$ cat src/rtl/top_level.sv
// Stream-cipher engine: alternately encrypts a 41-byte message with an 8-bit LFSR
// keystream and decrypts it again, recovering the seed and tap from the known preamble.
module top_level (
    input  logic CLK,
    input  logic RESET,
    output logic done
);
    localparam int unsigned MSG_LEN   = 41;
    localparam int unsigned SCAN_LEN  = 9;
    localparam logic [7:0]  SPACE     = 8'h20;
    localparam logic [7:0]  PARM_BASE = 8'd41;
    localparam logic [7:0]  CT_BASE   = 8'd64;
    localparam logic        MODE_ENC  = 1'b0;
    localparam logic [7:0][7:0] TAPS  = {8'hF3, 8'hFA, 8'hB2, 8'hB4,
                                         8'hB8, 8'hC6, 8'hD4, 8'hE1};

    typedef enum logic [2:0] {
        S_LOAD, S_ENC_LOOP, S_DEC_SCAN, S_DEC_TAP, S_DEC_LOOP, S_DONE
    } state_t;

    function automatic logic [7:0] lfsr_next(input logic [7:0] s, input logic [7:0] t);
        return {s[6:0], ^(s & t)};
    endfunction

    // True when tap t reproduces every observed transition s_{k-1} -> s_k.
    function automatic logic tap_fits(input logic [SCAN_LEN-1:0][7:0] obs, input logic [7:0] t);
        logic ok;
        ok = 1'b1;
        for (int k = 1; k < int'(SCAN_LEN); k++) begin
            if (lfsr_next(obs[4'(k - 1)], t) != obs[4'(k)]) ok = 1'b0;
        end
        return ok;
    endfunction

    state_t                     state_q, state_d;
    logic [5:0]                 cnt_q, cnt_d;
    logic [7:0]                 pre_q, pre_d;
    logic [7:0]                 tap_q, tap_d;
    logic [7:0]                 lfsr_q, lfsr_d;
    logic [SCAN_LEN-1:0][7:0]   obs_q, obs_d;
    logic                       started_q, started_d;
    logic [5:0]                 wr_ptr_q, wr_ptr_d;
    logic                       done_q, done_d;
    logic                       mode_q = MODE_ENC;
    logic                       mode_d;

    logic [7:0] rd_addr_c, rd_data_c, wr_addr_c, wr_data_c, byte_c;
    logic       we_c, mem_we_c, wr_go_c, in_msg_c;
    logic [8:0] cnt9_c, pre9_c;

    dm_ram data_mem (
        .clk     (CLK),
        .we      (mem_we_c),
        .wr_addr (wr_addr_c),
        .wr_data (wr_data_c),
        .rd_addr (rd_addr_c),
        .rd_data (rd_data_c)
    );

    assign mem_we_c = we_c & ~RESET;
    assign done     = done_q;

    // Next-state, datapath and memory-port control.
    always_comb begin
        state_d   = state_q;
        cnt_d     = cnt_q;
        pre_d     = pre_q;
        tap_d     = tap_q;
        lfsr_d    = lfsr_q;
        obs_d     = obs_q;
        started_d = started_q;
        wr_ptr_d  = wr_ptr_q;
        rd_addr_c = 8'd0;
        we_c      = 1'b0;
        wr_addr_c = 8'd0;
        wr_data_c = 8'd0;
        byte_c    = 8'd0;
        wr_go_c   = 1'b0;
        cnt9_c    = 9'(cnt_q);
        pre9_c    = 9'(pre_q);
        in_msg_c  = (cnt9_c >= pre9_c) && (cnt9_c < pre9_c + 9'(MSG_LEN));

        case (state_q)
            S_LOAD: begin
                if (mode_q == MODE_ENC) begin
                    rd_addr_c = PARM_BASE + 8'(cnt_q);
                    if (cnt_q == 6'd2) begin
                        lfsr_d  = rd_data_c;
                        cnt_d   = 6'd0;
                        state_d = S_ENC_LOOP;
                    end else begin
                        if (cnt_q == 6'd0) pre_d = rd_data_c;
                        else               tap_d = rd_data_c;
                        cnt_d = cnt_q + 6'd1;
                    end
                end else begin
                    cnt_d     = 6'd0;
                    started_d = 1'b0;
                    wr_ptr_d  = 6'd0;
                    state_d   = S_DEC_SCAN;
                end
            end
            S_ENC_LOOP: begin
                rd_addr_c = 8'(cnt9_c - pre9_c);
                byte_c    = in_msg_c ? rd_data_c : SPACE;
                we_c      = 1'b1;
                wr_addr_c = CT_BASE + 8'(cnt_q);
                wr_data_c = byte_c ^ lfsr_q;
                lfsr_d    = lfsr_next(lfsr_q, tap_q);
                cnt_d     = cnt_q + 6'd1;
                if (cnt_q == 6'd63) state_d = S_DONE;
            end
            S_DEC_SCAN: begin
                rd_addr_c             = CT_BASE + 8'(cnt_q);
                obs_d[cnt_q[3:0]]     = rd_data_c ^ SPACE;
                if (cnt_q == 6'(SCAN_LEN - 1)) begin
                    cnt_d   = 6'd0;
                    state_d = S_DEC_TAP;
                end else begin
                    cnt_d = cnt_q + 6'd1;
                end
            end
            S_DEC_TAP: begin
                // Descending scan so the lowest matching table index wins.
                tap_d = TAPS[0];
                for (int t = 7; t >= 0; t--) begin
                    if (tap_fits(obs_q, TAPS[3'(t)])) tap_d = TAPS[3'(t)];
                end
                lfsr_d  = obs_q[0];
                cnt_d   = 6'd0;
                state_d = S_DEC_LOOP;
            end
            S_DEC_LOOP: begin
                rd_addr_c = CT_BASE + 8'(cnt_q);
                byte_c    = rd_data_c ^ lfsr_q;
                wr_go_c   = started_q || (byte_c != SPACE);
                lfsr_d    = lfsr_next(lfsr_q, tap_q);
                cnt_d     = cnt_q + 6'd1;
                if (wr_go_c) begin
                    we_c      = 1'b1;
                    wr_addr_c = 8'(wr_ptr_q);
                    wr_data_c = byte_c;
                    wr_ptr_d  = wr_ptr_q + 6'd1;
                    started_d = 1'b1;
                end
                if (cnt_q == 6'd63 || (wr_go_c && wr_ptr_q == 6'(MSG_LEN - 1)))
                    state_d = S_DONE;
            end
            S_DONE: begin
                state_d = S_DONE;
            end
            default: begin
                state_d = S_LOAD;
            end
        endcase

        done_d = (state_d == S_DONE);
        mode_d = mode_q;
        if (!RESET && state_q != S_DONE && state_d == S_DONE) mode_d = ~mode_q;
    end

    // Mode survives reset so an aborted run repeats in the same direction.
    always_ff @(posedge CLK) begin
        mode_q <= mode_d;
        if (RESET) begin
            state_q   <= S_LOAD;
            cnt_q     <= '0;
            pre_q     <= '0;
            tap_q     <= '0;
            lfsr_q    <= '0;
            obs_q     <= '0;
            started_q <= 1'b0;
            wr_ptr_q  <= '0;
            done_q    <= 1'b0;
        end else begin
            state_q   <= state_d;
            cnt_q     <= cnt_d;
            pre_q     <= pre_d;
            tap_q     <= tap_d;
            lfsr_q    <= lfsr_d;
            obs_q     <= obs_d;
            started_q <= started_d;
            wr_ptr_q  <= wr_ptr_d;
            done_q    <= done_d;
        end
    end
endmodule

// 256 x 8 data memory: combinational read, single synchronous write port.
module dm_ram (
    input  logic       clk,
    input  logic       we,
    input  logic [7:0] wr_addr,
    input  logic [7:0] wr_data,
    input  logic [7:0] rd_addr,
    output logic [7:0] rd_data
);
    logic [7:0] DM [0:255];

    always_ff @(posedge clk) begin
        if (we) DM[wr_addr] <= wr_data;
    end

    assign rd_data = DM[rd_addr];
endmodule

$ cat config.mk
export PLATFORM = sky130hd
export DESIGN_NAME = top_level
export DESIGN_NICKNAME = d
export VERILOG_FILES = /design/src/rtl/top_level.sv
export SDC_FILE = /design/constraint.sdc
export NUM_CORES = 1
export LEC_CHECK = 0
export CAP_MARGIN = 5
export CORE_ASPECT_RATIO = 1.5
export CORE_UTILIZATION = 35
export DETAILED_ROUTE_END_ITERATION = 12
export SLEW_MARGIN = 0
export SYNTH_ARGS = -nofsm -noshare
export SYNTH_HDL_FRONTEND = slang
export SYNTH_SLANG_ARGS = --single-unit
$ cat constraint.sdc
create_clock -name CLK -period 9.77 [get_ports CLK]
set_input_delay 1.954 -clock CLK [delete_from_list [all_inputs] [get_ports CLK]]
set_output_delay 1.954 -clock CLK [all_outputs]
set_load 0.01 [all_outputs]
== After elaboration in Yosys (flattened, before gate mapping) ==
Memories as Yosys holds them, arrays and structs flattened.
Index checks and enable logic that the tools add are counted.
Word-level totals
  memories: 1
  logic and storage cells: 235
  output and inout bits: 1
  memory bits (writable): 2048
  input bits: 2
  bits in registers: 114
Operators by class
  bitwise logic cells: 8
  eq/ne operators: 58
  reductions and logical operators: 53
  $lt $le $gt $ge: 4
  add/sub/neg operators: 6
  multiplexer cells: 87
Memory list
  data_mem.DM: depth 256, bits a word 8, read ports 1, clocked after Yosys merged registers in 0, wr ports 1, line 198  | logic [7:0] DM [0:255];
Operators with widths (number)
  $ne A8 B8 Y1: 35
  $reduce_xor A8 Y1: 33
  $mux W8: 13
  $bwmux W72: 1
  $mux W1: 50
  $pmux W8 S2: 3
  $pmux W8 S3: 2
  $ne A8 B8 Y1 const B: 5
  $mux W6: 6
  $demux W8 S4: 1
  $pmux W6 S4: 1
  $pmux W3 S6: 1
  $xor A8 B8 Y8: 2
  $mux W3: 5
  $add A6 B1 Y6 const B: 2
  $eq A6 B6 Y1 const B: 2
  $ne A2 B2 Y1 const B: 6
  $pmux W6 S2: 1
  $add A8 B6 Y9 const B: 1
  $eq A3 B3 Y1 const B: 3
  $lt A6 B9 Y1: 1
  $add A7 B6 Y8 const A: 1
  $and A8 B8 Y8: 1
  $ge A6 B8 Y1: 1
  other kinds (25): 39

== Longest topological paths before layout ==
  word-level depth: 16
  depth in mapped cells: 26
  mapped depth without buffers: 17

== By module ==
Synthesis repeated with hierarchy kept, for this count alone.
Second synthesis, totals
  cell total of the unflattened synthesis: 4538
  area, all modules: 86295.3 sq um
Modules (own cells, without submodules)
  dm_ram: sequential area each 61499.0 sq um, area each 79396.1 sq um, cells an instance 3725, instances 1
  top_level: sequential area each 2132.0 sq um, area each 6899.1 sq um, cells an instance 813, instances 1

== Worst setup path before layout ==
Ideal clock, no wire load.
  kind: reg-to-reg
  from: register cnt_q[0]
  to: memory data_mem.DM[0][2], data pin
  data required time: 8880 ps
  arrival time: 7930 ps
  stages on the path, launching flop included: 23
  period minus slack after synthesis: 8821 ps
  setup time: 890 ps
  buffers on the path: 6
  slack: 949 ps
  cell sequence: dfxtp_1 > buf_2 > buf_1 > inv_1 > ha_1 > fa_1 > nor2b_1 > o21a_1 > buf_2 > nor2_2 > buf_2 > buf_2 > buf_1 > a311oi_1 > o31ai_1 > o211a_1 > nor4_2 > a21oi_1 > xnor2_1 > a21o_1 > o21a_1 > o21ai_0 > a21oi_1
On the way
  cells in the longest elaborated chain, start to end: 9
  elaborated cells on any way between the ends: 16
  those cells by class: add/sub (3); order compare (2); eq/ne (1); mux (5); bitwise (2); reduce/logical (2); memory (1)
Ends and longest elaborated chain
  start: declaration: line 36  | logic [5:0] cnt_q, cnt_d;
  start signal: assignment: line 177  | cnt_q <= cnt_d;
  $add A6 B6 Y7: line 86  | rd_addr_c = PARM_BASE + 8'(cnt_q);
  $mux W7: line 85  | if (mode_q == MODE_ENC) begin
  $pmux W8 S3: line 83  | case (state_q)
  $mem_v2 Z256 W8
  $xor A8 B8 Y8: line 135  | byte_c = rd_data_c ^ lfsr_q;
  $ne A8 B6 Y1: line 136  | wr_go_c = started_q || (byte_c != SPACE);
  $logic_or A1 B1 Y1: line 136
  $mux W8: line 139  | if (wr_go_c) begin
  $pmux W8 S2 (*): line 83
  net data_mem.wr_data[2]: line 194  | input logic [7:0] wr_data,
  end: declaration: line 198
The timed path passes the listed nets; every way through them passes the cells marked *.

== Final worst setup path ==
  from: register cnt_q[0]
  to: memory data_mem.DM[87][4], data pin
Same word-level chain as after synthesis.

==> metrics.csv <==
metric,value,unit
Worst Hold End,tap_q[7],
Final ANT Viol Nets,0,
worst r2r src,cnt_q[0],
peak supply drop,141,µV
unrepaired setup endpoints after global routing,no,
die area,142000,µm²
Synth cell types,103,
share of synthesized registers carrying an async set or reset,0,
pin count of the biggest net entering global routing,104,
Sw Share,0.244,
Die X,308,µm
failing checks,"capacitance limit, slew limit",
clock sink count,1130,
met3 global-route usage,0.0517,
post-synthesis compound-gate area fraction,0.115,
Sequential Power Share,0.500,
"FF+latch count, synth",1130,
GRT Util Overall,0.256,
vias in the first global route,34000,
half-perimeter wire length after detailed placement,121000,µm
initial antenna violation count,9,
DR vias/cell,6.05,
crit-path max FO,95,
status,finished with violations,
ys flop type,edfxtp_1,
share of cells above drive strength 1,0.147,
arrival time worst endpoint,9310,ps
area grow syn2layout,14.4,%
Initial Util,0.352,
clock power share,0.412,
final WL,184000,µm
total CTS buffers,101,
Crit Path Category,register to register,
switching pwr,2.56,mW
die height,461,µm
Comb power frac,0.087,
CTS root buf,clkbuf_16,
DR DRC count,0,
"Reg clk slew, reported paths",70,ps
cell depth of the worst flop-to-flop path,17,
"Hold Violations, Final",0,
Wirelength per Cell,31.6,µm
post-synthesis simple-gate area fraction,0.126,
Synth area leaders,"edfxtp_1 63%, dfxtp_1 4.3%, nand2_1 4.2%",
upper clock frequency limit,113,MHz
Leak,18.6,nW
share of the synthesized area in the top cell type,0.626,
CTS Hold Bufs,0,
number of I/O port buffers,2,
TritonCTS clock tree,done,
min Tclk post-route,8850,ps
# setup viols final,0,
worst min path class,register to register,
Final period util,0.906,
routed via count,35200,
GR peak layer,met2,
Post-synth EDFFs,1025,
Final Skew,47.2,ps
Synth Area in Adders,0.00524,
CTS H-tree depth,3,
hold wc startpoint,tap_q[7],
largest family of logic cells by synthesized area,simple AND/OR/NAND/NOR gates,
Hold Crit Depth,2,
post_cts resized,0,
mapped cell area,49200,µm²
nets,3872,
drt first-iter violations,3928,
Core Box Area,140000,µm²
Setup Buffers After CTS,0,
post-synthesis mux area share,0.0329,
pwr dens,186,nW/µm²
synthesized area per cell,13.0,µm²
FF-to-FF setup slack,920,ps
leading area contributor after synthesis,edfxtp_1,
RePlAce Congestion,1.03,
Rel. slew slack,-0.0125,
IO Pins,3,
Startpoint Class,register,
drt pass-1 iters,6,
Mapped Nets,3808,
fillers,13100,
number of synthesis warnings,0,
Max Cap Viol,1,
setup TNS,0,ps
CP endpoint kind,register,
PnR Total Power,10.5,mW
Layout Utilization,0.403,
maximum root-to-sink buffer count,3,
GRT overflow,0,
Core Rows,168,
clk_lat worst skew,760,ps
worst slew pin tran,1510,ps
met2 Resource Use GR,0.425,
Cell Int Power,7.92,mW
Slew Limit Fails,10,
Worst R2R End,data_mem.DM[87][4],
"Req. time, crit path",10240,ps
first-pass GRT wire length,258000,µm
GR Util met1,0.285,
xor/xnor share of the synthesized area,0.0194,
Cells after Synth,3786,
fraction of the yosys area taken by sequential cells,0.669,
[through the flow]
step | setup WS [ps] | instance area [µm²] | instances | hold slack [ps]
3_5_place_dp | 1160 | 52700 | 5615 | 468
4_1_cts | 1120 | 56200 | 5806 | 477
3_3_place_gp | 1130 | 52600 | 5610 | 446
2_1_floorplan | 949 | 49200 | 3786 | 432
6_report | 922 | 56200 | 5811 | 470
5_1_grt | 571 | 56200 | 5808 | 509
[cells in the final DEF, fill, tap and decap left out, drive strengths merged, types with 58 or more instances in the layout]
master / n
clkbuf: 126
a221oi: 65
a31oi: 58
nor4: 73
nor2: 172
xnor2: 76
mux2i: 77
nand2: 547
nor3: 103
dfxtp: 105
o21ai: 84
nand3: 172
buf: 242
a211oi: 120
a21oi: 207
edfxtp: 1025
and3: 104
[power groups by stage]
stage	Sequential, mW	Clock, mW	Combinational [mW]
6_report	5.24	4.32	0.915
2_1_floorplan	5.33	0	0.542
5_1_grt	5.24	4.51	0.947
4_1_cts	5.24	4.36	0.889
3_3_place_gp	5.35	0	0.884
3_5_place_dp	5.35	0	0.885
[how the worst max path moves through the flow]
stage,slack [ps],start,depth (start not counted),endpoint
after floorplan,950,cnt_q[0],22,data_mem.DM[0][2]
after global placement,1130,cnt_q[0],17,data_mem.DM[53][5]
after detailed placement,1160,cnt_q[0],17,data_mem.DM[51][1]
after CTS,1120,cnt_q[0],17,data_mem.DM[44][3]
after global routing,570,cnt_q[0],19,data_mem.DM[58][1]
final,920,cnt_q[0],17,data_mem.DM[87][4]
[worst max-delay path: stages (launching register included)]
cell and delay [ps]:
dfxtp_1 790, inv_1 260, ha_1 510, nor4bb_4 620, a21o_1 640, nor2_4 270, buf_12 280, nor2_1 830
a2111oi_0 450, nor4b_1 820, or3_1 200, a21oi_1 100, a211oi_2 290, nand3_2 190, o21ai_2 720, nand2_1 440
o221a_4 550, buf_4 410
[synthesized netlist by cell type (all sizes together), types with 20 or more instances]
| library cell | instances |
|---|---|
| a311oi | 32 |
| xnor2 | 76 |
| dfxtp | 105 |
| nor4 | 73 |
| o21ai | 84 |
| and3 | 104 |
| mux2i | 77 |
| a221oi | 65 |
| nand4 | 34 |
| a21oi | 207 |
| a2111oi | 20 |
| a211oi | 120 |
| nand3 | 172 |
| buf | 171 |
| edfxtp | 1025 |
| clkbuf | 112 |
| nand2 | 547 |
| a31oi | 58 |
| a22oi | 35 |
| inv | 27 |
| nor3 | 103 |
| xor2 | 30 |
| mux4 | 35 |
| nor2 | 172 |
| a32oi | 32 |
[kinds of logic (layout without fill, tap and decap cells)]
group | Yosys count | count (layout)
muxes | 117 | 117
AOI/OAI and AO/OA | 798 | 798
other | 0 | 3
buffers and inverters | 311 | 463
DFF | 1130 | 1130
adders and majority gates | 20 | 20
xor gates and xnor gates | 106 | 106
and+or+nand+nor | 1304 | 1304
[flip-flops by register name (all words and copies together), names as in the netlist]
register / cells
mode_q: 1
lfsr_q: 8
obs_q: 64
done: 1
cnt_q: 6
started_q: 1
tap_q: 8
wr_ptr_q: 6
data_mem.DM: 1024
state_q: 3
pre_q: 8
[area by class of cell]
cell class,instances,area [µm²],area share
multi-input cells,2345,15300,0.273
clock buffers,125,2700,0.0480
inverters,28,105,0.00187
well taps,1870,2340,0.0416
flip-flops and latches,1130,32900,0.585
repair buffers,244,2020,0.0359
clock inverters,66,860,0.0153
diodes,3,7.51,0.000133
[routing by layer]
layer,share of wire,routed length (µm)
met1,0.34,62500
met2,0.48,88300
met3,0.084,15400
met4,0.094,17200
met5,0.00058,107
No activity file was read; power rests on OpenSTA's default activity.
